$ cat src/rtl/ci_mul_pkg.sv
// ---------------------------------------------------------------------------
// ci_mul_pkg
// Shared definitions for the sequential shift-add multiplier custom
// instruction: FSM state encoding, default operand width and the helper that
// sizes the iteration counter.
// ---------------------------------------------------------------------------
package ci_mul_pkg;

    typedef enum logic [1:0] {
        IDLE = 2'd0,
        BUSY = 2'd1,
        DONE = 2'd2
    } state_e;

    localparam int DEFAULT_WIDTH = 32;

    // Bits needed to hold the values 0..width (the counter is loaded with width).
    function automatic int cnt_width(input int width);
        return $clog2(width + 1);
    endfunction

endpackage

$ cat src/rtl/ci_mul_shift_add.sv
// ---------------------------------------------------------------------------
// ci_mul_shift_add
// Radix-2 shift-add datapath: accumulator, left-shifting multiplicand,
// right-shifting multiplier and iteration counter. One multiplier bit is
// consumed per enabled step.
//
// Parameters
//   WIDTH  operand width
//   PW     accumulator / product width (WIDTH for low word only, 2*WIDTH
//          when the high word is needed)
// Ports
//   clk     in   clock, rising edge
//   reset   in   asynchronous active-high reset
//   en      in   clock enable; all state holds when low
//   load    in   latch operands, clear accumulator, load counter with WIDTH
//   step    in   perform one shift-add iteration
//   dataa   in   multiplicand
//   datab   in   multiplier
//   last    out  counter is 1: the current step is the final iteration
//   prod_d  out  accumulator value after the current edge (next-state)
// ---------------------------------------------------------------------------
module ci_mul_shift_add
    import ci_mul_pkg::*;
#(
    parameter int WIDTH = DEFAULT_WIDTH,
    parameter int PW    = WIDTH
) (
    input  logic             clk,
    input  logic             reset,
    input  logic             en,
    input  logic             load,
    input  logic             step,
    input  logic [WIDTH-1:0] dataa,
    input  logic [WIDTH-1:0] datab,
    output logic             last,
    output logic [PW-1:0]    prod_d
);

    localparam int CW = cnt_width(WIDTH);

    logic [PW-1:0]    acc_q,    acc_d;
    logic [PW-1:0]    mcand_q,  mcand_d;
    logic [WIDTH-1:0] mplier_q, mplier_d;
    logic [CW-1:0]    cnt_q,    cnt_d;

    always_comb begin
        // NOTE: every combinational output gets a default before any branch,
        // otherwise an unassigned path infers a latch.
        acc_d    = acc_q;
        mcand_d  = mcand_q;
        mplier_d = mplier_q;
        cnt_d    = cnt_q;
        if (load) begin
            acc_d    = '0;
            mcand_d  = PW'(dataa);
            mplier_d = datab;
            cnt_d    = CW'(WIDTH);
        end else if (step) begin
            // No early exit on a zero multiplier: latency stays constant.
            if (mplier_q[0]) begin
                acc_d = acc_q + mcand_q;
            end
            // Bits shifted out of a WIDTH-wide multiplicand only affect the
            // high word, which is not kept in the narrow build.
            mcand_d  = mcand_q << 1;
            mplier_d = mplier_q >> 1;
            cnt_d    = cnt_q - CW'(1);
        end
    end

    // NOTE: sequential state uses non-blocking assignments so every flop
    // samples its pre-edge inputs regardless of statement order.
    always_ff @(posedge clk or posedge reset) begin
        if (reset) begin
            acc_q    <= '0;
            mcand_q  <= '0;
            mplier_q <= '0;
            cnt_q    <= '0;
        end else if (en) begin
            acc_q    <= acc_d;
            mcand_q  <= mcand_d;
            mplier_q <= mplier_d;
            cnt_q    <= cnt_d;
        end
    end

    assign last   = (cnt_q == CW'(1));
    assign prod_d = acc_d;

endmodule

$ cat src/rtl/ci_mul_seq.sv
// ---------------------------------------------------------------------------
// ci_mul_seq
// Multi-cycle Nios II custom instruction computing dataa*datab (unsigned) with
// a radix-2 shift-add datapath. start is accepted in IDLE; done pulses for one
// enabled cycle WIDTH+1 enabled edges after the start edge.
//
// Configuration macro
//   CI_MUL_HIGH_WORD_EN  defined: n selects the high (1) or low (0) product
//                        word and a 2*WIDTH accumulator is built.
//                        undefined: n is ignored, the low word is returned
//                        and only a WIDTH-bit accumulator is built.
// Ports
//   clk     in   clock, rising edge
//   reset   in   asynchronous active-high reset
//   clk_en  in   clock enable; all state frozen when low
//   start   in   single-cycle request
//   dataa   in   multiplicand, sampled with start
//   datab   in   multiplier, sampled with start
//   n       in   word select, sampled with start
//   done    out  one-cycle completion strobe
//   result  out  product word, valid with done, held until the next result
// ---------------------------------------------------------------------------
module ci_mul_seq
    import ci_mul_pkg::*;
#(
    parameter int WIDTH = DEFAULT_WIDTH
) (
    input  logic             clk,
    input  logic             reset,
    input  logic             clk_en,
    input  logic             start,
    input  logic [WIDTH-1:0] dataa,
    input  logic [WIDTH-1:0] datab,
    input  logic             n,
    output logic             done,
    output logic [WIDTH-1:0] result
);

`ifdef CI_MUL_HIGH_WORD_EN
    localparam int PW = 2 * WIDTH;
`else
    localparam int PW = WIDTH;
`endif

    state_e            state_q, state_d;
    logic [WIDTH-1:0]  result_q, result_d;
    logic              load;
    logic              step;
    logic              last;
    logic [PW-1:0]     prod_d;

`ifdef CI_MUL_HIGH_WORD_EN
    logic              n_q, n_d;
`else
    logic              unused_n;
    assign unused_n = n;
`endif

    ci_mul_shift_add #(
        .WIDTH (WIDTH),
        .PW    (PW)
    ) u_shift_add (
        .clk    (clk),
        .reset  (reset),
        .en     (clk_en),
        .load   (load),
        .step   (step),
        .dataa  (dataa),
        .datab  (datab),
        .last   (last),
        .prod_d (prod_d)
    );

    always_comb begin
        state_d  = state_q;
        result_d = result_q;
        load     = 1'b0;
        step     = 1'b0;
        done     = 1'b0;
        case (state_q)
            IDLE: begin
                if (start) begin
                    load    = 1'b1;
                    state_d = BUSY;
                end
            end
            BUSY: begin
                // start is ignored here and in DONE; nothing is queued.
                step = 1'b1;
                if (last) begin
                    state_d = DONE;
                    // Capture the product including the final iteration.
`ifdef CI_MUL_HIGH_WORD_EN
                    result_d = n_q ? prod_d[2*WIDTH-1:WIDTH] : prod_d[WIDTH-1:0];
`else
                    result_d = prod_d;
`endif
                end
            end
            DONE: begin
                done    = 1'b1;
                state_d = IDLE;
            end
            default: state_d = IDLE;
        endcase
    end

`ifdef CI_MUL_HIGH_WORD_EN
    assign n_d = load ? n : n_q;

    always_ff @(posedge clk or posedge reset) begin
        if (reset) begin
            n_q <= 1'b0;
        end else if (clk_en) begin
            n_q <= n_d;
        end
    end
`endif

    // done decodes from state, so freezing the state with clk_en low also
    // freezes done without stretching it over extra enabled cycles.
    always_ff @(posedge clk or posedge reset) begin
        if (reset) begin
            state_q  <= IDLE;
            result_q <= '0;
        end else if (clk_en) begin
            state_q  <= state_d;
            result_q <= result_d;
        end
    end

    assign result = result_q;

endmodule

$ cat config.mk
export PLATFORM = sky130hd
export DESIGN_NAME = ci_mul_seq
export DESIGN_NICKNAME = d
export VERILOG_FILES = /design/src/rtl/ci_mul_pkg.sv /design/src/rtl/ci_mul_shift_add.sv /design/src/rtl/ci_mul_seq.sv
export SDC_FILE = /design/constraint.sdc
export NUM_CORES = 1
export LEC_CHECK = 0
export CELL_PAD_IN_SITES_DETAIL_PLACEMENT = 1
export CELL_PAD_IN_SITES_GLOBAL_PLACEMENT = 2
export CORE_AREA = 2 2 186 133
export CTS_BUF_LIST = sky130_fd_sc_hd__clkbuf_4 sky130_fd_sc_hd__clkbuf_8
export DETAILED_ROUTE_END_ITERATION = 10
export DIE_AREA = 0 0 188 135
export GPL_TIMING_DRIVEN = 0
export PLACE_DENSITY_LB_ADDON = 0.1
export SYNTH_ARGS = -nofsm -noshare
export SYNTH_HDL_FRONTEND = slang
export SYNTH_SLANG_ARGS = --single-unit
$ cat constraint.sdc
create_clock -name clk -period 5.25 [get_ports clk]
set_input_delay 1.575 -clock clk [delete_from_list [all_inputs] [get_ports clk]]
set_output_delay 1.575 -clock clk [all_outputs]
set_load 0.01 [all_outputs]
== Word-level counts from Yosys, hierarchy flattened ==
Cells that the tools add are included.

* Bits in registers: 136
* Input port bits: 69
* Output and inout port bits: 33
* Word-level logic and storage cells: 34

* $add $sub $neg: 2
* Equal/unequal tests: 5
* Multiplexer cells: 16
* Reduce and logical (&&, ||, !) cells: 5

{| class="wikitable"
|+ Operators with widths
! operator !! number
|-
| $mux 32 || 7
|-
| $add 32x32->32 || 1
|-
| $mux 6 || 2
|-
| $eq 6x1->1 const B || 1
|-
| $reduce_and 3->1 || 2
|-
| $sub 6x1->6 const B || 1
|-
| $mux 1 || 4
|-
| $mux 2 || 2
|-
| $ne 2x2->1 const B || 2
|-
| $pmux 2 s2 || 1
|-
| $eq 2x1->1 const B || 1
|-
| $eq 2x2->1 const B || 1
|-
| $logic_not 2->1 || 1
|-
| $reduce_and 2->1 || 1
|-
| $reduce_bool 2->1 || 1
|}

== Depth between registers and ports, before layout ==
* Depth in word-level cells: 4
* Depth in mapped cells: 13
* Gate-level depth less buffers: 13

== Cells and area by module ==
From an unflattened synthesis, not the netlist that was laid out.

* Cells, all modules: 855
* Area total of the unflattened synthesis: 8217.9 sq um

{| class="wikitable"
|+ By module, submodules not included
! module !! instances !! cells each !! area an instance (sq um) !! sequential area each (sq um)
|-
| ci_mul_shift_add || 1 || 776 || 6790.3 || 2552.4
|-
| ci_mul_seq || 1 || 79 || 1427.6 || 850.8
|}

== Worst setup path before layout ==
OpenSTA, ideal clock, no wires.

* Kind: input to register
* Start: input port start
* End: register u_shift_add.mcand_q[1]
* Setup time: 0.134 ns
* Arrival: 3.032 ns
* Data required time: 5.116 ns
* Path slack: 2.084 ns
* Stages: 5
* Path buffers: 2
* Cells stage by stage: nor3b_1 -> clkbuf_1 -> clkbuf_1 -> mux2i_1 -> o21ai_0

* Longest elaborated chain between the ends: 4
* Elaborated cells on any way between the ends: 5
* Classes of those cells: mux: 3; reduce/logical: 2

{| class="wikitable"
|+ RTL lines
! item !! RTL line !! source
|-
| start, declared || ci_mul_seq.sv:31 || <nowiki>input logic start,</nowiki>
|-
| $mux 1 * || ci_mul_seq.sv:82 || <nowiki>if (start) begin</nowiki>
|-
| $mux 1 * || ci_mul_seq.sv:80 || <nowiki>case (state_q)</nowiki>
|-
| $reduce_bool 2->1 (no line) || n/a ||
|-
| $reduce_and 2->1 (no line) || n/a ||
|-
| end signal, assigned || ci_mul_shift_add.sv:81 || <nowiki>mcand_q <= mcand_d;</nowiki>
|-
| end, declared || ci_mul_shift_add.sv:42 || <nowiki>logic [PW-1:0] mcand_q, mcand_d;</nowiki>
|}

Every way passes the cells marked *; elsewhere a longest branch is shown, timed or not.
A chain may end at the register's enable or synchronous reset.

== Worst setup path after layout ==
* Start: input port start
* End: register u_shift_add.mcand_q[18]

Same word-level chain as after synthesis.

==> summary.txt <==
status - complete, no violations
Core Region - 23500 um^2
total wire length - 24300 um
DR WL/cell - 19.4 um
Placer Congestion - 0.872
minimum clock period - 4480 ps
Initial Utilization - 0.317
number of buffers created by CTS - 17
RSZ-0062 raised after global routing - no
CTS sink count - 136
fin crit share - 0.854
Clock Skew - 12.8 ps
Power Density - 533 nW/um^2
# Post-CTS Setup Buffers - 0
R2R Setup Slk - 1830 ps
P&R area growth vs syn - 25.0%
clock power share - 0.192
layout cells sized above 1 - 0.0525
most used cell along the critical path - clkbuf_1
P_int - 2.90 mW
post-synthesis sequential area ratio - 0.458
syn_nets - 904
wire length on met1 - 12500 um
worst hold-check path type - flip-flop to flip-flop
synthesized area per cell - 9.28 um^2
most common cell in the netlist - nand2_1
Synth top area share - 0.458
die extent in y - 135 um
initial antenna violation count - 0
Worst setup SP type - input pin
CTS tree - built
Worst path max stage delay - 930 ps
initial DRC count - 366
CP max-delay cell - nor3b_1
Net Sw Frac - 0.415
largest cells by area after synthesis - dfrtp_1, nand2_1, mux2i_1
number of enable flip-flop cells after synthesis - 0
most instantiated cells after synthesis - nand2_1, dfrtp_1, o21ai_0
WP data arrival - 4810 ps
CP Cell Sequence - clkdlybuf4s50_1 > nor3b_1 > and2_1 > clkbuf_1 > nor2_1 > clkbuf_1 > clkbuf_1 > nand2_1 > o21ai_0
GRT Overall Usage - 0.201
Rel. slew slack - 0.233
worst-skew pair later-pin latency - 470 ps
WL met2 - 10100 um
DP HPWL - 18000 um
TritonRoute pass-1 iters - 6
nets@finish - 1024
final hold vios - 0
TNS Setup - 0 ps
top layer in use - met4
Slew Viols, Final - 0
Lkg Pwr - 4.12 nW
post-CTS sizing - 0
CTS Buffer Depth - 2
Worst EP required - 5580 ps
die area - 25400 um^2
highest clock rate - 223 MHz
CP Class - input pin to flip-flop
final worst-path setup slack - 767 ps
crit-path max FO - 10
met3 wire len - 1550 um
post-synthesis cell type count - 50
Syn Inst Count - 801
worst IR drop on VDD - 0.199 mV
largest net degree at the start of global routing - 76
flops & latches, synth - 136
fillers - 2698
Crit. End Element - flip-flop
antenna-violating nets left - 0
H-tree levels - 4
Psw - 2.06 mW
Die X - 188 um
IO Count - 102
WP buf/inv - 4
Vias/cell - 5.03
# diodes - 0
Comb power frac - 0.452
CP delay by family, top - simple AND/OR/NAND/NOR gates
first-pass GRT wire length - 39200 um
Buffers on Ports - 100
vias post-DR - 6293
pre-CTS setup slack - 199 ps
Post-synth ARST share - 1.00
register share of total power - 0.356
Synth area leader - dfrtp_1
final setup violation count - 0
hold buffer count at CTS - 0
DR DRC count - 0
max-cap viol count - 0
Clk pin slew, worst setup/hold paths - 90 ps
CTS root buf - clkbuf_8
synthesized area - 7430 um^2
vias in the first global route - 6773
Multi-input gate area - 3810 um^2
actual slew at the worst max-slew pin - 1150 ps
Top FF cell, synth - dfrtp_1
synth warn - 0
grt ovf - 0
register area - 3400 um^2
# rows - 47
## metal layers
layer  global-route usage  vias to the layer above
met5                    0                        -
met2                0.294                      108
met4               0.0455                        0
met3               0.0385                        9
met1                0.306                     3138
li1                     -                     3038
## cells in the final DEF, fill, tap and decap left out, types with 3 or more instances in the layout
master / n
a211oi_1: 3
a21o_1: 15
a21oi_1: 42
a221oi_1: 5
a22o_1: 12
a31oi_1: 4
and2_1: 4
and3_1: 8
buf_1: 5
bufinv_16: 3
clkbuf_1: 39
clkbuf_8: 20
clkdlybuf4s50_1: 100
clkinv_2: 4
clkinvlp_4: 4
dfrtp_1: 136
ha_1: 33
inv_1: 14
mux2_2: 10
mux2i_1: 63
nand2_1: 169
nand3_1: 17
nand4_1: 6
nor2_1: 44
nor3_1: 6
nor3b_1: 3
o211ai_1: 3
o21ai_0: 85
o21ai_1: 4
o21bai_1: 3
o31ai_1: 4
or3_1: 3
xnor2_1: 22
xor2_1: 13
## stage by stage
stage          hold WS [ps]  std cells  instance area (um^2)  power [mW]   util
2_1_floorplan           449        801                  7430        3.17      -
3_3_place_gp            461       1219                  8830        3.94  0.376
3_5_place_dp            466       1220                  8870        4.03  0.378
4_1_cts                 485       1252                  9290        5.01  0.396
5_1_grt                 522       1252                  9290        5.36  0.396
6_report                477       1252                  9290        4.95  0.396
## worst min-delay path, stage by stage (launching register included)
cell     delay [ps]
dfrtp_1         350
nand2_1          50
nand2_1          50
## sequential cells by signal, indices dropped and copies added, names as in the netlist
register and flops:
u_shift_add.cnt_q 6, result 32, u_shift_add.mplier_q 32, u_shift_add.mcand_q 32, state_q 2, u_shift_add.acc_q 32
## power by group through the flow
stage | sequential, mW | clock [mW] | combinational, mW
floorplan | 1.73 | 0 | 1.45
global placement | 1.76 | 0 | 2.17
detailed placement | 1.78 | 0 | 2.25
CTS | 1.77 | 0.983 | 2.26
global route | 1.82 | 1.02 | 2.52
finish | 1.76 | 0.949 | 2.24
## layout make-up
class | count | share of cell area
clock buffers | 20 | 0.0296
flip-flops and latches | 136 | 0.366
inverters | 15 | 0.00660
well taps | 318 | 0.0428
clock inverters | 12 | 0.0160
plain buffers | 44 | 0.0178
repair buffers | 101 | 0.111
multi-input cells | 606 | 0.410
## kinds of logic after synthesis
group / Yosys count / synth area share
xor+xnor: 35 / 0.0412
flops: 136 / 0.458
mux: 73 / 0.100
simple gates: 268 / 0.152
fa+ha+maj: 34 / 0.0582
buf+inv: 59 / 0.0298
compound gates: 196 / 0.161
## worst paths after layout
check	startpoint	end	cells past startpoint
max in group asynchronous	reset	u_shift_add.acc_q[2]	3
min in group asynchronous	reset	u_shift_add.mplier_q[1]	2
worst max register to register	state_q[0]	u_shift_add.mcand_q[18]	9
worst min register to register	result[9]	result[9]	2
worst min-delay path	result[9]	result[9]	2
worst max-delay path	start	u_shift_add.mcand_q[18]	9
Note: power is estimated with default switching activity, not from simulation.
